`src/rtl/serial_cmp_pkg.sv`:
```
// Shared types for the bit-serial magnitude comparator: FSM state encoding and
// the result codes used to summarise an eq/gt/lt outcome.
package serial_cmp_pkg;

    typedef enum logic [1:0] {
        IDLE  = 2'd0,
        SHIFT = 2'd1,
        DONE  = 2'd2
    } state_t;

    localparam logic [1:0] RES_EQ = 2'd0;
    localparam logic [1:0] RES_GT = 2'd1;
    localparam logic [1:0] RES_LT = 2'd2;

endpackage

```
`src/rtl/serial_mag_compare_bit_cmp_cell.sv`:
```
// Combinational 1-bit compare cell (module bit_cmp_cell): reports equality,
// inequality and the unsigned greater/less relation of a single bit pair.
module bit_cmp_cell (
    input  logic a,
    input  logic b,
    output logic eq,
    output logic ne,
    output logic gt,
    output logic lt
);

    assign eq = ~(a ^ b);
    assign ne = a ^ b;
    assign gt = a & ~b;
    assign lt = ~a & b;

endmodule

```
`src/rtl/serial_mag_compare.sv`:
```
// Bit-serial unsigned magnitude comparator, MSB first, one bit pair per clock.
// Optional macro SERIAL_CMP_EARLY_TERM_EN ends the scan at the first difference.
module serial_mag_compare
    import serial_cmp_pkg::*;
#(
    parameter int WIDTH = 8,
    parameter int POS_W = $clog2(WIDTH)
) (
    input  logic             clk,
    input  logic             reset,
    input  logic             start,
    input  logic [WIDTH-1:0] a_in,
    input  logic [WIDTH-1:0] b_in,
    output logic             busy,
    output logic             done,
    output logic             eq,
    output logic             gt,
    output logic             lt,
    output logic [POS_W-1:0] diff_pos
);

    // Handshake: start is a request taken only in IDLE (busy=0); operands are
    // captured on that edge. done is a one-cycle valid pulse for eq/gt/lt/diff_pos,
    // which then hold until the next accepted start. No back-pressure on the result.

    state_t           state;
    logic [WIDTH-1:0] a_sh;
    logic [WIDTH-1:0] b_sh;
    logic [POS_W-1:0] idx;
    logic             decided;

    logic cell_eq;
    logic cell_ne;
    logic cell_gt;
    logic cell_lt;

    bit_cmp_cell u_cell (
        .a  (a_sh[WIDTH-1]),
        .b  (b_sh[WIDTH-1]),
        .eq (cell_eq),
        .ne (cell_ne),
        .gt (cell_gt),
        .lt (cell_lt)
    );

    logic hit;
    logic gt_next;
    logic lt_next;
    logic finish;

    // First differing bit only; once decided, later bits are ignored.
    assign hit     = ~decided & cell_ne & ~cell_eq;
    assign gt_next = gt | (hit & cell_gt);
    assign lt_next = lt | (hit & cell_lt);

`ifdef SERIAL_CMP_EARLY_TERM_EN
    assign finish = (idx == '0) | hit;
`else
    assign finish = (idx == '0);
`endif

    always_ff @(posedge clk) begin
        if (reset) begin
            state    <= IDLE;
            a_sh     <= '0;
            b_sh     <= '0;
            idx      <= '0;
            decided  <= 1'b0;
            busy     <= 1'b0;
            done     <= 1'b0;
            eq       <= 1'b0;
            gt       <= 1'b0;
            lt       <= 1'b0;
            diff_pos <= '0;
        end else begin
            case (state)
                IDLE: begin
                    done <= 1'b0;
                    if (start) begin
                        a_sh     <= a_in;
                        b_sh     <= b_in;
                        idx      <= POS_W'(WIDTH - 1);
                        decided  <= 1'b0;
                        eq       <= 1'b0;
                        gt       <= 1'b0;
                        lt       <= 1'b0;
                        diff_pos <= '0;
                        busy     <= 1'b1;
                        state    <= SHIFT;
                    end
                end
                SHIFT: begin
                    if (hit) begin
                        gt       <= cell_gt;
                        lt       <= cell_lt;
                        diff_pos <= idx;
                        decided  <= 1'b1;
                    end
                    a_sh <= a_sh << 1;
                    b_sh <= b_sh << 1;
                    idx  <= idx - 1'b1;
                    if (finish) begin
                        eq    <= ~(gt_next | lt_next);
                        busy  <= 1'b0;
                        done  <= 1'b1;
                        state <= DONE;
                    end
                end
                DONE: begin
                    done  <= 1'b0;
                    state <= IDLE;
                end
                default: begin
                    busy  <= 1'b0;
                    done  <= 1'b0;
                    state <= IDLE;
                end
            endcase
        end
    end

endmodule
```
`config.mk`:
```
export PLATFORM = sky130hd
export DESIGN_NAME = serial_mag_compare
export DESIGN_NICKNAME = d
export VERILOG_FILES = /design/src/rtl/serial_cmp_pkg.sv /design/src/rtl/serial_mag_compare_bit_cmp_cell.sv /design/src/rtl/serial_mag_compare.sv
export SDC_FILE = /design/constraint.sdc
export NUM_CORES = 1
export LEC_CHECK = 0
export ABC_AREA = 1
export ABC_CLOCK_PERIOD_IN_PS = 1300
export CAP_MARGIN = 0
export CORE_ASPECT_RATIO = 0.9
export CORE_MARGIN = 2
export CORE_UTILIZATION = 25
export CTS_CLUSTER_SIZE = 12
export DETAILED_ROUTE_END_ITERATION = 10
export PLACE_DENSITY_LB_ADDON = 0.05
export SLEW_MARGIN = 20
export SYNTH_ARGS = -nofsm -noshare
export SYNTH_HDL_FRONTEND = slang
export SYNTH_SLANG_ARGS = --single-unit
```
`constraint.sdc`:
```
create_clock -name clk -period 1.3 [get_ports clk]
set_input_delay 0.325 -clock clk [delete_from_list [all_inputs] [get_ports clk]]
set_output_delay 0.325 -clock clk [all_outputs]
set_load 0.01 [all_outputs]
```
==> results.cfg, run 1 <==
[cts]
cts_hold_buf = 0
clkSinkCount = 30
clk_latency_ps = 270
clk_pin_slew_ps = 70
htreeDepth = 2
cts_buffer_depth = 2
numCtsBuffers = 5
cts_tree = yes
postCtsSetupBuffers = 0
cts_root_buf = clkbuf_8

[floorplan]
dieArea_um2 = 6395
ios = 27
design.core.area_um2 = 5628
start_util_pct = 25.63
row_count = 26
die_w_um = 84.08
die_height_um = 76.07

[critical_path]
crit_cells = 1
crit_fanout = 3
crit_path_top_delay_cell = dfxtp_1
worstPathCellList = dlygate4sd2_1
reg2reg_depth = 7
start_kind = flip-flop
cp_top_family = flip-flops
r2r_end = diff_pos[2]$_SDFFE_PP0P_
critical_path_required_ps = 980
arrival_ps = 890
critPathMaxStageDelay_ps = 350
r2r_slack_ps = 100
critPathCaptureType = output pin
r2r-start = b_sh[7]$_SDFFE_PP0P_
critPathLaunch = lt$_SDFFE_PP0P_
worst-setup-path-type = reg2out
endpoint = lt
worst-path-buf-inv = 1

[yosys]
synth_cell_types = 20
syn_avg_cell_area_um2 = 6.557
syn_nets = 243
postSynthCellCount = 220
yosysSeqAreaShare_pct = 41.63
ys_ff_latch = 30
yosys_warnings = 0
netlist_area_um2 = 1443

[timing]
fmax_mhz = 824.1
post-route-period-util_pct = 93.34
final-max-slew-violation-count = 0
min_period_ps = 1213
final_hold_viol_count = 0
worst_pin_slew_ps = 180.8
setup_tns_ps = 0
slew_headroom_pct = 87.93
setup-violations-final = 0
fin_worst_skew_ps = 4.814
rsz0062_at_grt = no

[placement]
post-dp-hpwl_mm = 2.273
numPortBuffers = 26
gp_congestion = 0.7180

[cells_and_area]
layout_common_cells = 70 x nand2_1, 44 x nor2_1, 30 x dfxtp_1
final_common_cell = nand2_1
utilization_pct = 35.19
layout.nets = 277
num_antenna_cells = 0
syn2layout_area_growth_pct = 37.29
layout-drive-gt1-share_pct = 11.76

[routing]
drt_iter0_drc = 63
vias = 1301
routedWlPerCell_um = 10.16
routed_wl_mm = 3.302
route.detailed.drc = 0
antenna_left = 0
vias_per_cell = 4.003
dr.pass1.iters = 4

[status]
status = complete, no violations

[global_routing]
grt_pass1_wl_mm = 5.823
grt_overflow_total = 0
track_usage_pct = 11.15
grt_pass1_vias = 1277
grt_max_degree = 34
antenna_found_initial = 0

[pwr]
powerDensity_nw_per_um2 = 1280
power.leakage_nw = 0.9311
vdd_drop_max_v = 0.0005260

[min_path]
hp-class = reg2reg

[run]
cap_violations = 0
-- repair_timing --
item / 4_1_cts / 5_1_grt
resized for setup: 10 / 5
endpoints found under the setup margin: 12 / 6
pin swaps: 1 / 1
-- report_power, final --
group	total (mW)	internal, mW	switching [mW]
sequential	1.05	1.01	0.0397
clock	0.891	0.535	0.356
combinational	0.597	0.272	0.325
-- Yosys cell counts (all sizes together) --
library cell	count	area [µm²]
a21oi	10	50.05
nor2	48	190.2
ha	4	50.05
clkbuf	1	3.750
o21ai	14	73.82
inv	25	93.84
buf	8	52.55
a211oi	1	12.51
xnor2	1	8.760
dfxtp	30	600.6
nand3b	1	7.510
nand2	71	269.0
nand3	6	30.03
-- worst min-delay path by stage --
stage / startpoint / end / slack [ps] / cells after the start
after floorplan: idx[1]$_SDFFE_PP0P_ / diff_pos[1]$_SDFFE_PP0P_ / 440 / 2
after global placement: a_sh[0]$_SDFFE_PP0P_ / a_sh[0]$_SDFFE_PP0P_ / 460 / 2
after detailed placement: done$_SDFFE_PP0N_ / done$_SDFFE_PP0N_ / 460 / 2
after CTS: b_sh[0]$_SDFFE_PP0P_ / b_sh[0]$_SDFFE_PP0P_ / 470 / 2
after global routing: b_sh[0]$_SDFFE_PP0P_ / b_sh[0]$_SDFFE_PP0P_ / 500 / 2
final: done$_SDFFE_PP0N_ / done$_SDFFE_PP0N_ / 460 / 2
-- cell families after synthesis --
kind of cell               after synthesis  share of synthesized area (%)
and+or+nand+nor                        126                          34.43
buffers and inverters                   34                          10.41
DFF                                     30                          41.63
AOI/OAI and AO/OA                       25                          9.454
adders and majority gates                4                          3.469
xor gates and xnor gates                 1                         0.6072
-- layer usage --
layer | global-route usage (%) | routed length, µm | up-vias
met5 | 0 | 0 | -
met3 | 3.684 | 130 | 2
met1 | 15.47 | 1784 | 548
li1 | - | - | 733
met4 | 3.871 | 27 | 0
met2 | 16.11 | 1359 | 18
-- state kept, by name, summed over array words and instances, names as in the netlist --
name / flops
decided: 1
diff_pos: 3
lt: 1
b_sh: 8
busy: 1
a_sh: 8
done: 1
state: 2
eq: 1
gt: 1
idx: 3
-- final cells by class --
| type | count | area [µm²] |
|---|---|---|
| Multi-Input combinational cell | 156 | 723.2 |
| Clock buffer | 8 | 110.1 |
| Fill cell | 644 | 3647 |
| Sequential cell | 30 | 600.6 |
| Timing Repair Buffer | 36 | 362.8 |
| Tap cell | 70 | 87.58 |
| Inverter | 25 | 96.34 |
-- stage by stage --
step | power (mW) | hold slack [ps] | instance area, µm² | instances | setup WS, ps
3_3_place_gp | 1.659 | 458.6 | 1847 | 317 | -140.8
3_5_place_dp | 1.654 | 462.0 | 1847 | 317 | -149.7
2_1_floorplan | 1.434 | 443.5 | 1443 | 220 | 103.8
5_1_grt | 2.710 | 497.8 | 1981 | 325 | 8.836
6_report | 2.535 | 463.2 | 1981 | 325 | 86.55
4_1_cts | 2.560 | 473.3 | 1954 | 325 | 10.75
No activity file was read; power rests on OpenSTA's default activity.
==> run 2, diff against run 1 <==
--- a/config.mk
+++ b/config.mk
@@ -8,9 +8,9 @@
 export ABC_AREA = 1
 export ABC_CLOCK_PERIOD_IN_PS = 1300
 export CAP_MARGIN = 0
-export CORE_ASPECT_RATIO = 0.9
+export CORE_ASPECT_RATIO = 0.5
 export CORE_MARGIN = 2
-export CORE_UTILIZATION = 25
+export CORE_UTILIZATION = 51
 export CTS_CLUSTER_SIZE = 12
 export DETAILED_ROUTE_END_ITERATION = 10
 export PLACE_DENSITY_LB_ADDON = 0.05
==> results.cfg, run 2 (synthesized netlist as in run 1, its figures left out) <==
[run]
cap_violations = 0

[floorplan]
die_w_um = 79.22
die_height_um = 41.61
dieArea_um2 = 3296
row_count = 13
start_util_pct = 54.75
design.core.area_um2 = 2635
ios = 27

[timing]
slew_headroom_pct = 80.24
setup_tns_ps = 0
rsz0062_at_grt = no
min_period_ps = 1239
post-route-period-util_pct = 95.27
hold_slack_ps = 473.5
setup-violations-final = 0
fin_worst_skew_ps = 8.299
final_hold_viol_count = 0
final-max-slew-violation-count = 0
worst_pin_slew_ps = 295.6
fmax_mhz = 807.4

[placement]
gp_congestion = 0.8178
numPortBuffers = 26
place_area_um2 = 1770
post-dp-hpwl_mm = 1.936
dpl.cell_count = 281

[cells_and_area]
finalInstanceArea_um2 = 1882
layout-drive-gt1-share_pct = 11.07
layout.nets = 275
final_common_cell = nand2_1
utilization_pct = 71.41
num_antenna_cells = 0
reg_top3 = a_sh: 8 flops, b_sh: 8 flops
final_cell_count_no_fill = 290
ff_latch_area_um2 = 601.8
syn2layout_area_growth_pct = 30.44
fillers = 224
layout_common_cells = 70 x nand2_1, 44 x nor2_1, 29 x dfxtp_1
multi_input_area_um2 = 713.2

[routing]
antenna_left = 0
vias_per_cell = 4.607
vias = 1336
routedWlPerCell_um = 9.683
dr_wl_met3_um = 175
routed_wl_mm = 2.808
top_layer = met4
dr_wl_met2_mm = 1.192
met1_length_mm = 1.422
route.detailed.drc = 0
drt_iter0_drc = 90
dr.pass1.iters = 4

[global_routing]
grt_overflow_total = 0
track_usage_pct = 17.80
grt_pass1_wl_mm = 4.588
antenna_found_initial = 0
grt_pass1_vias = 1064
grt_max_degree = 34

[cts]
clkSinkCount = 30
htreeDepth = 2
clk_latency_ps = 270
numCtsBuffers = 5
cts_tree = yes
cts_root_buf = clkbuf_8
cts_buffer_depth = 2
clk_pin_slew_ps = 70

[pwr]
power.leakage_nw = 0.8977
powerDensity_nw_per_um2 = 1257
vdd_drop_max_v = 0.0007938

[critical_path]
crit_fanout = 8
critical_path_required_ps = 1460
cp_top_family = buffers and inverters
arrival_ps = 1400
worst-path-buf-inv = 1
critPathCaptureType = flip-flop
worstPathCellList = clkdlybuf4s50_1, nand3_1, a21oi_1, nor2_1
start_kind = primary input
worst-setup-path-type = in2reg
critPathMaxStageDelay_ps = 520
crit_path_top_delay_cell = clkdlybuf4s50_1

[status]
status = complete, no violations

[min_path]
hp-class = reg2reg
[run 2: worst min-delay path, delay by kind of cell, from the launching register on]
family           cells  cell delay, ps
AO/OA/AOI/OAI        1              50
flip-flops           1             310
AND/OR/NAND/NOR      1              60
[run 2: per-stage QoR]
step | setup slack [ps] | power [mW]
after CTS | 2.892 | 2.365
final | 61.45 | 2.366
after global routing | 0.2056 | 2.515
after detailed placement | -199.5 | 1.610
after floorplan | 103.8 | 1.434
after global placement | -151.1 | 1.598
[run 2: final timing paths]
path,to,slack [ps],startpoint,cells past startpoint
worst max-delay path,diff_pos[0]$_SDFFE_PP0P_,60,start,4
worst min-delay path,b_sh[0]$_SDFFE_PP0P_,470,b_sh[0]$_SDFFE_PP0P_,2
worst max register to register,decided$_SDFFE_PP0P_,70,b_sh[7]$_SDFFE_PP0P_,6
worst min register to register,b_sh[0]$_SDFFE_PP0P_,470,b_sh[0]$_SDFFE_PP0P_,2
[run 2: where the power goes]
| group | switching [mW] | internal [mW] |
|---|---|---|
| combinational | 0.309 | 0.247 |
| clock | 0.334 | 0.426 |
| sequential | 0.0407 | 1.01 |
| total | 0.684 | 1.68 |
[run 2: layout make-up]
class                      instances  share of cell area, %
clock buffer                       7                  4.588
clock inverter                     1                 0.2660
inverter                          25                  4.987
multi-input combinational        156                  37.90
sequential                        30                  31.98
tap                               37                  2.460
timing repair buffer              34                  17.82
[run 2: per-layer routing]
| metal | track usage, % | up-vias |
|---|---|---|
| met4 | 3.448 | 0 |
| met1 | 24.22 | 569 |
| met3 | 8.043 | 4 |
| li1 | - | 732 |
| met2 | 26.27 | 31 |
| met5 | 0 | - |
[run 2: timing repair]
item	in CTS	in global routing
setup buffers	0	1
endpoints found under the setup margin	13	6
hold buffers	0	0
pin swaps	3	2
resized for setup	10	3
==> run 3, diff against run 2 <==
--- a/config.mk
+++ b/config.mk
@@ -6,14 +6,15 @@
 export NUM_CORES = 1
 export LEC_CHECK = 0
 export ABC_AREA = 1
-export ABC_CLOCK_PERIOD_IN_PS = 1300
+export ABC_CLOCK_PERIOD_IN_PS = 1600
 export CAP_MARGIN = 0
 export CORE_ASPECT_RATIO = 0.5
 export CORE_MARGIN = 2
-export CORE_UTILIZATION = 51
+export CORE_UTILIZATION = 55
 export CTS_CLUSTER_SIZE = 12
 export DETAILED_ROUTE_END_ITERATION = 10
 export PLACE_DENSITY_LB_ADDON = 0.05
+export REMOVE_ABC_BUFFERS = 1
 export SLEW_MARGIN = 20
 export SYNTH_ARGS = -nofsm -noshare
 export SYNTH_HDL_FRONTEND = slang
==> constraint.sdc (replaced) <==
create_clock -name clk -period 1.6 [get_ports clk]
set_input_delay 0.4 -clock clk [delete_from_list [all_inputs] [get_ports clk]]
set_output_delay 0.4 -clock clk [all_outputs]
set_load 0.01 [all_outputs]
==> results.cfg, run 3 (synthesized netlist as in run 1, its figures left out) <==
[cells_and_area]
syn2layout_area_growth_pct = 26.80
layout-drive-gt1-share_pct = 7.631
final_common_cell = nand2_1
num_antenna_cells = 0
final_cell_count_no_fill = 286
reg_top3 = a_sh: 8 flops, b_sh: 8 flops
layout.nets = 271
utilization_pct = 72.09
layout_common_cells = 70 x nand2_1, 46 x nor2_1, 30 x dfxtp_1

[timing]
worst_pin_slew_ps = 626.3
final-max-slew-violation-count = 0
setup-violations-final = 0
post-route-period-util_pct = 97.29
fin_ws_ps = 43.39
min_period_ps = 1557
slew_headroom_pct = 58.20
fmax_mhz = 642.4
final_hold_viol_count = 0
fin_worst_skew_ps = 4.315
rsz0062_at_grt = no

[placement]
post-dp-hpwl_mm = 1.946
gp_congestion = 0.7959
dpl.cell_count = 278
numPortBuffers = 26
place_ws_ps = -97.36

[critical_path]
crit_cells = 1
cp_top_family = buffers and inverters
critical_path_required_ps = 1200
critPathCaptureType = output pin
start_kind = flip-flop
critPathMaxStageDelay_ps = 540
worstPathCellList = clkdlybuf4s50_1
crit_fanout = 2
crit_path_top_delay_cell = clkdlybuf4s50_1
worst-setup-path-type = reg2out
arrival_ps = 1160
worst-path-buf-inv = 1
reg2reg_depth = 7

[floorplan]
die_w_um = 76.43
dieArea_um2 = 3074
start_util_pct = 56.85
design.core.area_um2 = 2537
die_height_um = 40.22
row_count = 13
ios = 27

[min_path]
hold_depth = 2
hp-class = reg2reg

[routing]
routed_wl_mm = 2.776
route.detailed.drc = 0
vias = 1295
antenna_left = 0
dr.pass1.iters = 4
vias_per_cell = 4.528
drt_iter0_drc = 47
routedWlPerCell_um = 9.706

[global_routing]
grt_pass1_vias = 997
antenna_found_initial = 0
grt_max_degree = 34
grt_pass1_wl_mm = 4.298
grt_overflow_total = 0
track_usage_pct = 18.82

[cts]
clkSinkCount = 30
clk_latency_ps = 270
clk_pin_slew_ps = 60
cts_hold_buf = 0
cts_buffer_depth = 2
htreeDepth = 2
numCtsBuffers = 5
cts_tree = yes
cts_root_buf = clkbuf_8

[pwr]
vdd_drop_max_v = 0.0006100
powerDensity_nw_per_um2 = 1037
power.leakage_nw = 0.8574

[status]
status = complete, no violations

[run]
cap_violations = 0
[run 3: cell types whose count changed in the layout (fill, tap and decap cells not counted), moves of 2 or more]
cell and change:
clkdlybuf4s50_1 +7, buf_4 -3, dlygate4sd2_1 -8, nor2_1 +2, nor2_2 -2
[run 3: repair_timing]
item	4_1_cts	5_1_grt
resized for setup	0	1
setup endpoints to repair	0	1
buffers inserted	0	0
[run 3: worst paths after layout]
| path | startpoint | endpoint | slack, ps |
|---|---|---|---|
| worst max register to register | b_sh[7]$_SDFFE_PP0P_ | diff_pos[0]$_SDFFE_PP0P_ | 220 |
| worst min-delay path | b_sh[0]$_SDFFE_PP0P_ | b_sh[0]$_SDFFE_PP0P_ | 480 |
| worst max-delay path | diff_pos[1]$_SDFFE_PP0P_ | diff_pos[1] | 40 |
| worst min register to register | b_sh[0]$_SDFFE_PP0P_ | b_sh[0]$_SDFFE_PP0P_ | 480 |
[run 3: through the flow]
stage	power, mW	area [µm²]	TNS, ps	hold WS, ps
6_report	1.897	1829	0	477.7
5_1_grt	2.017	1829	0	485.2
4_1_cts	1.919	1827	0	478.8
3_5_place_dp	1.298	1735	-311.1	469.0
3_3_place_gp	1.284	1735	-107.6	455.2
2_1_floorplan	1.141	1386	0	437.5
[run 3: cell type report]
| cell class | count | area, µm² |
|---|---|---|
| Clock buffer | 7 | 86.33 |
| Clock inverter | 1 | 5.005 |
| Fill cell | 235 | 708.2 |
| Inverter | 25 | 93.84 |
| Multi-Input combinational cell | 156 | 691.9 |
| Sequential cell | 30 | 600.6 |
| Tap cell | 37 | 46.29 |
| Timing Repair Buffer | 30 | 305.3 |
[run 3: power by group]
group,internal (mW),switching (mW)
clock network,0.346,0.269
registers,0.819,0.0308
logic,0.188,0.244
[run 3: layer usage]
layer  wire (µm)  track usage, %
met3         110           6.757
met1        1415           23.07
met2        1221           31.86
met4          28           7.273
met5           0               0
==> variant (settings of run 2) <==
Register the output `done` once more, with the module's reset; this adds one clock of latency there. The other outputs are not delayed to match. Comments in the files are not updated.
--- a/src/rtl/serial_mag_compare.sv
+++ b/src/rtl/serial_mag_compare.sv
@@ -20,2 +20,4 @@
 );
+
+    logic done_s0;
 
@@ -69,3 +71,3 @@
             busy     <= 1'b0;
-            done     <= 1'b0;
+            done_s0  <= 1'b0;
             eq       <= 1'b0;
@@ -77,3 +79,3 @@
                 IDLE: begin
-                    done <= 1'b0;
+                    done_s0 <= 1'b0;
                     if (start) begin
@@ -104,3 +106,3 @@
                         busy  <= 1'b0;
-                        done  <= 1'b1;
+                        done_s0 <= 1'b1;
                         state <= DONE;
@@ -109,3 +111,3 @@
                 DONE: begin
-                    done  <= 1'b0;
+                    done_s0 <= 1'b0;
                     state <= IDLE;
@@ -114,3 +116,3 @@
                     busy  <= 1'b0;
-                    done  <= 1'b0;
+                    done_s0 <= 1'b0;
                     state <= IDLE;
@@ -121,2 +123,10 @@
 
+    always_ff @(posedge clk) begin
+        if (reset) begin
+            done <= '0;
+        end else begin
+            done <= done_s0;
+        end
+    end
+
 endmodule
Check against the original RTL: not equivalent (a bounded check fails within 10 cycles, from zero or initial values and one cycle with reset high).
==> variant against run 2 <==
- sequential cell count up 1
- combinational power up 5.2%
- synthesized area about the same
- non-clock buffer count unchanged
- largest power group unchanged
- largest cell class unchanged
- critical path depth up 4
- synthesized cell count down 9.1%
- via count down 6.7%
- core utilization down 1.2 points
- power up 3.8%
- sequential share of layout area up 1.6 points
- design area down 1.7%
- final cell count down 6.6%
- setup slack better by 0.011 ns
- wire length up 1.4%
==> variant: results (changes against run 2) <==
STA
  – Min Clock Period, post-route: 1.23 ns (-0.0112 ns)
  – Clock Skews: 0.00710 ns (-0.00120 ns)
  – Slew @ Worst Pin: 0.307 ns (+0.0118 ns)

Worst hold path
  – Hold path depth: 2 (unchanged)

Yosys
  – Synth cell count leaders: nand2_1 (63), nor2_1 (40), dfxtp_1 (31)
  – Synth unique cells: 22 (+10%)
  – Syn_nets: 223 (-8.2%)
  – Seq/Total Area, Yosys: 43.0% (+1.4 points)
  – Cells after Synth: 200 (-9.1%)
  – Synth top area cells: dfxtp_1 (43%), nand2_1 (16%), nor2_1 (10%), o21ai_0 (4.5%), ha_1 (3.5%)

Pwr
  – P_leak: 0.861 nW (-4.1%)
  – Peak supply drop: 0.827 mV (+4.2%)

Routing
  – Initial DRC Count: 61 (-32%)
  – Metal-1 WL: 1460 um (+2.7%)
  – Metal2 WL: 1130 um (-5.5%)
  – First-pass DRT Iterations: 4 (unchanged)
  – Via Count: 1,246 (-6.7%)
  – Wirelength, routed: 2850 um (+1.4%)

Placed design
  – Placer Congestion: 0.785 (-4.0%)
  – Worst slack at placement: -0.197 ns (+0.00292 ns)
  – HPWL Detailed: 1890 um (-2.3%)
  – Dpl cell area: 1750 um^2 (-1.4%)

Setup path
  – Worst path arrival time: 1.40 ns (about the same)
  – Crit-path slowest cell: dfxtp_1
  – Slowest Stage Delay on Critical Path: 0.34 ns (-0.18 ns)
  – Crit path max fanout: 4 (-4)
  – Crit-path leading delay family: simple AND/OR/NAND/NOR gates
  – Reg2reg path depth: 8 (+2)

Global route
  – Total GRT Usage: 18.6% (+0.78 points)
  – GRT met3 Usage: 7.17% (-0.87 points)
  – Met1 GRT Util: 25.3% (+1.1 points)
  – Largest net degree at the start of global routing: 20 (-41%)
  – First-pass GRT wire length: 4630 um (+0.89%)
  – Met2 usage: 25.6% (-0.68 points)
  – Vias in the first global route: 1,070 (+0.56%)

Layout
  – Fraction of layout cells with a size suffix above 1: 15.0% (+3.9 points)
  – Biggest regs: a_sh: 8 flops, b_sh: 8 flops
  – # nets final: 257 (-6.5%)
  – Fin cells: 271 (-6.6%)

Clock tree
  – PostCTS Resize Cnt: 9 (-1)
  – Num CTS Buffers: 5 (unchanged)

Status
  – Run status: completed
-- variant: cell types whose count changed after synthesis, moves of 2 or more --
| cell | before | now |
|---|---|---|
| buf_2 | 6 | 0 |
| nand3_1 | 6 | 2 |
| o21ai_0 | 6 | 13 |
| buf_4 | 0 | 2 |
| nor2_1 | 46 | 40 |
| nand2_1 | 70 | 63 |
| nand2_4 | 0 | 3 |
| o21ai_1 | 7 | 5 |
| a21oi_1 | 10 | 8 |
| a21oi_2 | 0 | 4 |
| inv_1 | 22 | 10 |
-- variant: path summary, 6_finish.rpt --
path / start / to / slack [ns]
min reg2reg: done_s0$_SDFFE_PP0N_ / done$_SDFF_PP0_ / 0.44
max reg2reg: b_sh[7]$_SDFFE_PP0P_ / lt$_SDFFE_PP0P_ / 0.07
min: done_s0$_SDFFE_PP0N_ / done$_SDFF_PP0_ / 0.44
max: b_sh[7]$_SDFFE_PP0P_ / lt$_SDFFE_PP0P_ / 0.07
-- variant: where the power goes --
part	switching (mW)	internal (mW)	total, mW
Combinational	0.331	0.254	0.585
Sequential	0.0588	1.05	1.11
Clock	0.344	0.415	0.758
Total	0.733	1.72	2.46
-- variant: worst min-delay path, cell delays in order, from the launching register on --
cell and delay, ns:
dfxtp_1 0.30, inv_1 0.06, nor2_1 0.04
-- variant: kinds of logic (layout without fill, tap and decap cells) --
family / after synthesis / in the layout / share of synthesized area [%]
compound gates: 30 / 30 / 11.4
xor+xnor: 1 / 1 / 0.607
buf+inv: 22 / 56 / 8.84
fa+ha+maj: 4 / 4 / 3.47
simple gates: 112 / 112 / 32.7
flops: 31 / 31 / 43.0
-- variant: area by class of cell --
cell class	instances	area, um^2
clock buffer	6	82.6
clock inverter	1	5.00
fill	248	786
inverter	15	66.3
multi-input combinational	147	718
sequential	31	621
tap	37	46.3
timing repair buffer	34	310
